**src/rtl/i_decode_if.sv**
```systemverilog
// Bundle between the IF/ID register, the writeback port and the ID/EX register.
// The slave side is the decode stage; the master side drives the pipeline inputs.
interface i_decode_if;
   logic [31:0] if_id_instr;
   logic [31:0] if_id_npc;
   logic        ex_mem_pc_src;
   logic        mem_wb_reg_write;
   logic [4:0]  mem_wb_write_reg;
   logic [31:0] mem_wb_write_data;

   logic [31:0] id_ex_npc;
   logic [31:0] id_ex_rd1;
   logic [31:0] id_ex_rd2;
   logic [31:0] id_ex_imm;
   logic [4:0]  id_ex_rt;
   logic [4:0]  id_ex_rd;
   logic [1:0]  id_ex_wb;
   logic [2:0]  id_ex_m;
   logic [3:0]  id_ex_ex;
   logic        stall;

   modport slave (
      input  if_id_instr, if_id_npc, ex_mem_pc_src,
      input  mem_wb_reg_write, mem_wb_write_reg, mem_wb_write_data,
      output id_ex_npc, id_ex_rd1, id_ex_rd2, id_ex_imm,
      output id_ex_rt, id_ex_rd, id_ex_wb, id_ex_m, id_ex_ex, stall
   );

   modport master (
      output if_id_instr, if_id_npc, ex_mem_pc_src,
      output mem_wb_reg_write, mem_wb_write_reg, mem_wb_write_data,
      input  id_ex_npc, id_ex_rd1, id_ex_rd2, id_ex_imm,
      input  id_ex_rt, id_ex_rd, id_ex_wb, id_ex_m, id_ex_ex, stall
   );
endinterface

```
**src/rtl/i_decode.sv**
```systemverilog
// MIPS-style instruction decode stage: register file, control decode,
// load-use hazard detection and the ID/EX pipeline register.
module i_decode #(
   parameter bit BYPASS = 1'b1
) (
   input  logic       clk,
   input  logic       rst,
   i_decode_if.slave  bus
);

   logic [31:0] rf_reg [32];

   logic [4:0]  rs;
   logic [4:0]  rt;
   logic [5:0]  opcode;
   logic        wr_hit;
   logic [31:0] rd1_next;
   logic [31:0] rd2_next;
   logic [1:0]  wb_next;
   logic [2:0]  m_next;
   logic [3:0]  ex_next;
   logic        stall_comb;
   logic        bubble;

   logic [31:0] id_ex_npc_reg;
   logic [31:0] id_ex_rd1_reg;
   logic [31:0] id_ex_rd2_reg;
   logic [31:0] id_ex_imm_reg;
   logic [4:0]  id_ex_rt_reg;
   logic [4:0]  id_ex_rd_reg;
   logic [1:0]  id_ex_wb_reg;
   logic [2:0]  id_ex_m_reg;
   logic [3:0]  id_ex_ex_reg;

   assign rs     = bus.if_id_instr[25:21];
   assign rt     = bus.if_id_instr[20:16];
   assign opcode = bus.if_id_instr[31:26];
   assign wr_hit = bus.mem_wb_reg_write && (bus.mem_wb_write_reg != 5'd0);

   // Entry 0 shares the loop but wr_hit excludes index 0, so it stays at zero.
   generate
      for (genvar gi = 0; gi < 32; gi++) begin : g_rf
         always_ff @(posedge clk or posedge rst) begin
            if (rst) begin
               rf_reg[gi] <= '0;
            end else if (wr_hit && (bus.mem_wb_write_reg == 5'(gi))) begin
               rf_reg[gi] <= bus.mem_wb_write_data;
            end
         end
      end
   endgenerate

   always_comb begin
      rd1_next = rf_reg[rs];
      rd2_next = rf_reg[rt];
      if (BYPASS && wr_hit && (bus.mem_wb_write_reg == rs)) begin
         rd1_next = bus.mem_wb_write_data;
      end
      if (BYPASS && wr_hit && (bus.mem_wb_write_reg == rt)) begin
         rd2_next = bus.mem_wb_write_data;
      end
   end

   always_comb begin
      wb_next = 2'b00;
      m_next  = 3'b000;
      ex_next = 4'b0000;
      case (opcode)
         6'h00: begin wb_next = 2'b10; m_next = 3'b000; ex_next = 4'b1100; end
         6'h23: begin wb_next = 2'b11; m_next = 3'b010; ex_next = 4'b0001; end
         6'h2B: begin wb_next = 2'b00; m_next = 3'b001; ex_next = 4'b0001; end
         6'h04: begin wb_next = 2'b00; m_next = 3'b100; ex_next = 4'b0010; end
         default: begin wb_next = 2'b00; m_next = 3'b000; ex_next = 4'b0000; end
      endcase
   end

   // A load in ID/EX whose destination feeds the instruction now in IF/ID.
   assign stall_comb = !rst && id_ex_m_reg[1] && (id_ex_rt_reg != 5'd0) &&
                       ((id_ex_rt_reg == rs) || (id_ex_rt_reg == rt));
   assign bubble     = bus.ex_mem_pc_src || stall_comb;

   always_ff @(posedge clk or posedge rst) begin
      if (rst) begin
         id_ex_npc_reg <= '0;
         id_ex_rd1_reg <= '0;
         id_ex_rd2_reg <= '0;
         id_ex_imm_reg <= '0;
         id_ex_rt_reg  <= '0;
         id_ex_rd_reg  <= '0;
         id_ex_wb_reg  <= '0;
         id_ex_m_reg   <= '0;
         id_ex_ex_reg  <= '0;
      end else begin
         id_ex_npc_reg <= bus.if_id_npc;
         id_ex_rd1_reg <= rd1_next;
         id_ex_rd2_reg <= rd2_next;
         id_ex_imm_reg <= {{16{bus.if_id_instr[15]}}, bus.if_id_instr[15:0]};
         id_ex_rt_reg  <= rt;
         id_ex_rd_reg  <= bus.if_id_instr[15:11];
         id_ex_wb_reg  <= bubble ? 2'b00   : wb_next;
         id_ex_m_reg   <= bubble ? 3'b000  : m_next;
         id_ex_ex_reg  <= bubble ? 4'b0000 : ex_next;
      end
   end

   assign bus.id_ex_npc = id_ex_npc_reg;
   assign bus.id_ex_rd1 = id_ex_rd1_reg;
   assign bus.id_ex_rd2 = id_ex_rd2_reg;
   assign bus.id_ex_imm = id_ex_imm_reg;
   assign bus.id_ex_rt  = id_ex_rt_reg;
   assign bus.id_ex_rd  = id_ex_rd_reg;
   assign bus.id_ex_wb  = id_ex_wb_reg;
   assign bus.id_ex_m   = id_ex_m_reg;
   assign bus.id_ex_ex  = id_ex_ex_reg;
   assign bus.stall     = stall_comb;

endmodule

```
**src/flat_wrapper.sv**
```systemverilog
// flat-port wrapper written by rule: the top's interface ports become plain ports
module i_decode_flat 
#(
   parameter bit BYPASS = 1'b1
)
  (clk, rst, bus_if_id_instr, bus_if_id_npc, bus_ex_mem_pc_src, bus_mem_wb_reg_write, bus_mem_wb_write_reg, bus_mem_wb_write_data, bus_id_ex_npc, bus_id_ex_rd1, bus_id_ex_rd2, bus_id_ex_imm, bus_id_ex_rt, bus_id_ex_rd, bus_id_ex_wb, bus_id_ex_m, bus_id_ex_ex, bus_stall);
  i_decode_if bus_i ();
  input  logic clk;
  input  logic rst;
  input wire logic [$bits(bus_i.if_id_instr)-1:0] bus_if_id_instr;
  input wire logic [$bits(bus_i.if_id_npc)-1:0] bus_if_id_npc;
  input wire logic [$bits(bus_i.ex_mem_pc_src)-1:0] bus_ex_mem_pc_src;
  input wire logic [$bits(bus_i.mem_wb_reg_write)-1:0] bus_mem_wb_reg_write;
  input wire logic [$bits(bus_i.mem_wb_write_reg)-1:0] bus_mem_wb_write_reg;
  input wire logic [$bits(bus_i.mem_wb_write_data)-1:0] bus_mem_wb_write_data;
  output wire logic [$bits(bus_i.id_ex_npc)-1:0] bus_id_ex_npc;
  output wire logic [$bits(bus_i.id_ex_rd1)-1:0] bus_id_ex_rd1;
  output wire logic [$bits(bus_i.id_ex_rd2)-1:0] bus_id_ex_rd2;
  output wire logic [$bits(bus_i.id_ex_imm)-1:0] bus_id_ex_imm;
  output wire logic [$bits(bus_i.id_ex_rt)-1:0] bus_id_ex_rt;
  output wire logic [$bits(bus_i.id_ex_rd)-1:0] bus_id_ex_rd;
  output wire logic [$bits(bus_i.id_ex_wb)-1:0] bus_id_ex_wb;
  output wire logic [$bits(bus_i.id_ex_m)-1:0] bus_id_ex_m;
  output wire logic [$bits(bus_i.id_ex_ex)-1:0] bus_id_ex_ex;
  output wire logic [$bits(bus_i.stall)-1:0] bus_stall;
  assign bus_i.if_id_instr = bus_if_id_instr;
  assign bus_i.if_id_npc = bus_if_id_npc;
  assign bus_i.ex_mem_pc_src = bus_ex_mem_pc_src;
  assign bus_i.mem_wb_reg_write = bus_mem_wb_reg_write;
  assign bus_i.mem_wb_write_reg = bus_mem_wb_write_reg;
  assign bus_i.mem_wb_write_data = bus_mem_wb_write_data;
  assign bus_id_ex_npc = bus_i.id_ex_npc;
  assign bus_id_ex_rd1 = bus_i.id_ex_rd1;
  assign bus_id_ex_rd2 = bus_i.id_ex_rd2;
  assign bus_id_ex_imm = bus_i.id_ex_imm;
  assign bus_id_ex_rt = bus_i.id_ex_rt;
  assign bus_id_ex_rd = bus_i.id_ex_rd;
  assign bus_id_ex_wb = bus_i.id_ex_wb;
  assign bus_id_ex_m = bus_i.id_ex_m;
  assign bus_id_ex_ex = bus_i.id_ex_ex;
  assign bus_stall = bus_i.stall;
  i_decode #(.BYPASS(BYPASS)) u_core (.clk(clk), .rst(rst), .bus(bus_i));
endmodule
```
**config.mk**
```make
export PLATFORM = sky130hd
export DESIGN_NAME = i_decode_flat
export DESIGN_NICKNAME = d
export VERILOG_FILES = /design/src/rtl/i_decode_if.sv /design/src/rtl/i_decode.sv /design/src/flat_wrapper.sv
export SDC_FILE = /design/constraint.sdc
export NUM_CORES = 2
export LEC_CHECK = 0
export CELL_PAD_IN_SITES_DETAIL_PLACEMENT = 1
export CELL_PAD_IN_SITES_GLOBAL_PLACEMENT = 2
export CORE_MARGIN = 5
export CORE_UTILIZATION = 47
export CTS_CLUSTER_SIZE = 24
export DETAILED_ROUTE_END_ITERATION = 8
export PLACE_DENSITY = 0.94
export SLEW_MARGIN = 40
export SYNTH_ARGS = -nofsm -noshare
export SYNTH_HDL_FRONTEND = slang
export SYNTH_SLANG_ARGS = --single-unit
```
**constraint.sdc**
```tcl
create_clock -name clk -period 77.4 [get_ports clk]
set_input_delay 7.74 -clock clk [delete_from_list [all_inputs] [get_ports clk]]
set_output_delay 7.74 -clock clk [all_outputs]
set_load 0.02 [all_outputs]
```
## Word level (Yosys, flattened, before mapping)

Cells that the tools add are included.

- Eq/ne operators: 38
- $lt $le $gt $ge: 2
- Muxes and demuxes: 14
- Reduce and logical (&&, ||, !) cells: 46
- Bitwise gates (word level): 2

Operators with widths:

| cell | count |
|---|---|
| $bmux 32 s5 | 2 |
| $mux 32 | 6 |
| $eq 5x5->1 const B | 16 |
| $eq 5x4->1 const B | 8 |
| $logic_and 1x1->1 | 38 |
| $eq 5x3->1 const B | 4 |
| $eq 5x5->1 | 4 |
| $eq 6x6->1 const B | 2 |
| $ge 6x6->1 const B | 2 |
| $not 5->6 | 2 |
| $pmux 4 s3 | 1 |
| $eq 5x2->1 const B | 2 |
| $reduce_bool 5->1 | 2 |
| $pmux 3 s3 | 1 |
| $eq 6x3->1 const B | 1 |
| $logic_not 6->1 | 1 |
| $eq 5x1->1 const B | 1 |
| $logic_not 5->1 | 1 |
| $mux 4 | 1 |
| $pmux 2 s2 | 1 |
| $mux 3 | 1 |
| $logic_or 1x1->1 | 2 |
| $mux 2 | 1 |
| $reduce_or 2->1 | 1 |
| $logic_not 1->1 | 1 |

- Word-level logic and storage cells: 143
- Output and inout port bits: 148
- Register bits after elaboration: 1155

## Depth between registers and ports, before layout

- Depth in word-level cells: 6
- Gate-level depth with buffers: 10

## Worst setup path after synthesis

Ideal clock, no wire load.

- Path kind: input to output
- Start: input rst
- End: output bus_stall
- Data arrival time: 33968 ps
- Required time: 69660 ps
- Slack: 35692 ps
- Stages: 2
- Buffers on the path: 0
- Cell sequence: inv_1 -> o2111a_1

- Cells in the longest elaborated chain, start to end: 4

RTL lines:

| item | line | RTL |
|---|---|---|
| start: declaration | flat_wrapper.sv:9 | `input logic rst;` |
| $logic_not 1->1 (no line) | n/a |  |
| $logic_and 1x1->1 (3 in series) | i_decode.sv:78 | `assign stall_comb = !rst && id_ex_m_reg[1] && (id_ex_rt_reg != 5'd0) &&` |
| end: declaration | flat_wrapper.sv:25 | `output wire logic [$bits(bus_i.stall)-1:0] bus_stall;` |

No other way between the ends.

## Worst setup path after layout

- Start: input bus_if_id_instr[18]
- End: output bus_stall

- Cells in the longest elaborated chain, start to end: 3

RTL lines:

| item | line | RTL |
|---|---|---|
| start: declaration | flat_wrapper.sv:10 | `input wire logic [$bits(bus_i.if_id_instr)-1:0] bus_if_id_instr;` |
| $eq 5x5->1 | i_decode.sv:79 | `((id_ex_rt_reg == rs) \|\| (id_ex_rt_reg == rt));` |
| $logic_or 1x1->1 | i_decode.sv:79 |  |
| $logic_and 1x1->1 | i_decode.sv:78 |  |

No other way between the ends.

==> run metrics <==
Clock Skew=0.0232 ns; Max Cap Viol=0; Worst setup EP type=output pin; CP required=69.66 ns; post-synth cell types=45; Setup Crit Path Kind=input pin to output pin; die height=367 um; power per cell area=26.6 nW/um^2; CTS tree=yes; post-route ant nets=0; Final Hold Fails=0; Max Clock Freq=54.7 MHz; port bufs=252; DP Area=63300 um^2; largest net degree at the start of global routing=106; share of layout cells above drive strength 1=0.311; Post-DP HPWL=108000 um; DR vias=42446; Sink Count=1148; H-tree depth=4; Critical R2R Launch=u_core.bus.id_ex_rt[1]$_DFF_PP0_; warnings from Yosys=0; relative slew slack=0.349; status=complete, no violations; register bit total from synthesis=1148; Tcrit/Tclk final=0.236; RSZ-0062 raised after global routing=no; Initial DRC Count=3982; post-DR vias/cell=6.65; TritonCTS Buffers=131; CP Max Fanout=11; syn nets=4739; worst slack at placement=59.16 ns; initial antenna violation count=12; Syn Area/Cell=12.9 um^2; Routed WL=205000 um; Critical Path Source=bus_if_id_instr[18]; HP Class=flop to flop; Clk pin slew, worst setup/hold paths=0.06 ns; Final GP Congestion=0.787; cell count after synthesis=4634; grt total ovfl=0; final-report setup violation count=0; Synth-to-Final Area Change=13.5%; Slew @ Worst Pin=0.977 ns; Gates resized, CTS repair=0; async set or reset register ratio after synthesis=1.00; HP Start=u_core.rf_reg[1011]$_DFFE_PP0P_; Inst Count DP=6141; Die Wd=367 um; Post-synth EDFFs=0; Final nets=4720; crit start category=input pin; peak supply drop=0.0000253 V; R2R depth=6; leak pwr=31.2 nW; CTS Hold Bufs=0; Core Box Area=127000 um^2; max reg flops=1024; Critical Path AT=10.55 ns; Design Area, Final=68100 um^2; wire per inst=32.0 um; vias in the first global route=45464; Setup TNS Final=0 ns; global-route wire length before repair=304000 um; final setup margin=59.11 ns; drt drc=0; IO Pins=253; FP Rows=131; Die ar.=135000 um^2; # fillers=12370; CTS Buffer Depth=3; setup bufs post-CTS=0; WHS Path Cells=0; initial core utilization=0.472; router iterations before antenna repair=5; sequential-to-total area share from yosys stat=0.479; clock root buffer=clkbuf_16; Post-synth top flop=dfrtp_1; Mapped Area=60000 um^2; GRT Resource Usage Total=0.296; Slew Viols, Final=0; Layout Cells excl Fill=6387; Final min period=18.29 ns; worst skew pair latency=0.76 ns
-- worst max-delay path, stage by stage --
cell and delay, ns:
clkdlybuf4s50_1 0.84, xnor2_1 0.19, nand2_1 0.07, o22ai_1 0.52
o2111a_1 0.49, clkdlybuf4s50_1 0.68
-- where the power goes --
group	internal [W]	leakage [nW]	switching, W
clock	0.000408	2.30	0.000264
combinational	0.000175	14.3	0.000168
sequential	0.000708	14.6	0.0000871
-- Yosys cell counts, drive strengths merged, types with 3 or more instances --
cell type	instances	area, um^2
o41ai	64	1040
nand4b	4	35.0
nor2	23	86.3
mux2i	1024	10200
a22oi	256	1920
o22ai	64	400
xnor2	16	140
a22o	126	1100
or4	3	22.5
and2	4	25.0
nand2b	8	50.1
nand2	88	330
or2	3	18.8
a221oi	126	1120
buf	267	1630
a21oi	128	641
mux2	992	11200
xor2	4	35.0
nor2b	8	50.1
nand3	11	55.1
clkbuf	249	980
dfrtp	1148	28700
nor3	5	30.0
-- cells by family (layout without fill, tap and decap cells) --
| group | after synthesis | in the layout | share of synthesized area |
|---|---|---|---|
| XOR/XNOR | 20 | 20 | 0.00292 |
| AND/OR/NAND/NOR | 163 | 163 | 0.0132 |
| other | 0 | 4 | 0 |
| AO/OA/AOI/OAI | 770 | 770 | 0.104 |
| buffers and inverters | 517 | 604 | 0.0436 |
| flip-flops | 1148 | 1148 | 0.479 |
| multiplexers | 2016 | 2016 | 0.357 |
-- cell type report --
cell class	instances	area [um^2]	share of cell area
antenna	4	10.0	0.000147
clock buffer	192	3940	0.0579
clock inverter	47	714	0.0105
inverter	1	11.3	0.000165
multi-input combinational	2969	28900	0.425
sequential	1148	28700	0.422
tap	1662	2080	0.0305
timing repair buffer	364	3690	0.0541
-- per-stage QoR --
| stage | hold slack, ns | util | total power (W) |
|---|---|---|---|
| after global placement | 0.384 | 0.495 | 0.00111 |
| after global routing | 0.411 | 0.535 | 0.00188 |
| after detailed placement | 0.389 | 0.498 | 0.00113 |
| after floorplan | 0.449 | - | 0.00103 |
| after CTS | 0.404 | 0.535 | 0.00181 |
| final | 0.399 | 0.535 | 0.00181 |
-- cell usage in the layout, fill, tap and decap left out, types with 5 or more instances in the layout --
cell / instances
clkbuf_8: 33
buf_8: 6
mux2_2: 988
o22ai_1: 64
buf_12: 14
nand2_1: 75
mux2i_1: 1024
bufinv_16: 16
a22oi_1: 256
dfrtp_1: 1148
clkbuf_1: 23
nor2_1: 5
xnor2_1: 16
nor2_4: 18
clkdlybuf4s50_1: 218
a21oi_1: 128
nand3_1: 7
a22o_1: 126
buf_16: 7
buf_6: 34
clkbuf_16: 136
o41ai_2: 62
inv_6: 6
nand2_2: 11
a221oi_1: 124
buf_2: 32
clkinv_2: 18
buf_4: 53
-- routing by layer --
| metal | wire [um] | global-route usage |
|---|---|---|
| met1 | 85400 | 0.397 |
| met2 | 93500 | 0.461 |
| met3 | 16600 | 0.0697 |
| met4 | 9190 | 0.127 |
| met5 | 34 | 0 |
-- worst paths after layout --
kind                                                    endpoint  slack, ns
worst max-delay path                                   bus_stall      59.11
worst min-delay path             u_core.rf_reg[1011]$_DFFE_PP0P_       0.40
worst max register to register  u_core.bus.id_ex_wb[1]$_DFF_PP0_      74.98
worst min register to register   u_core.rf_reg[1011]$_DFFE_PP0P_       0.40
max in group asynchronous         u_core.rf_reg[134]$_DFFE_PP0P_      66.41
min in group asynchronous         u_core.rf_reg[985]$_DFFE_PP0P_       7.49
Power figures use the tool's default switching activity.
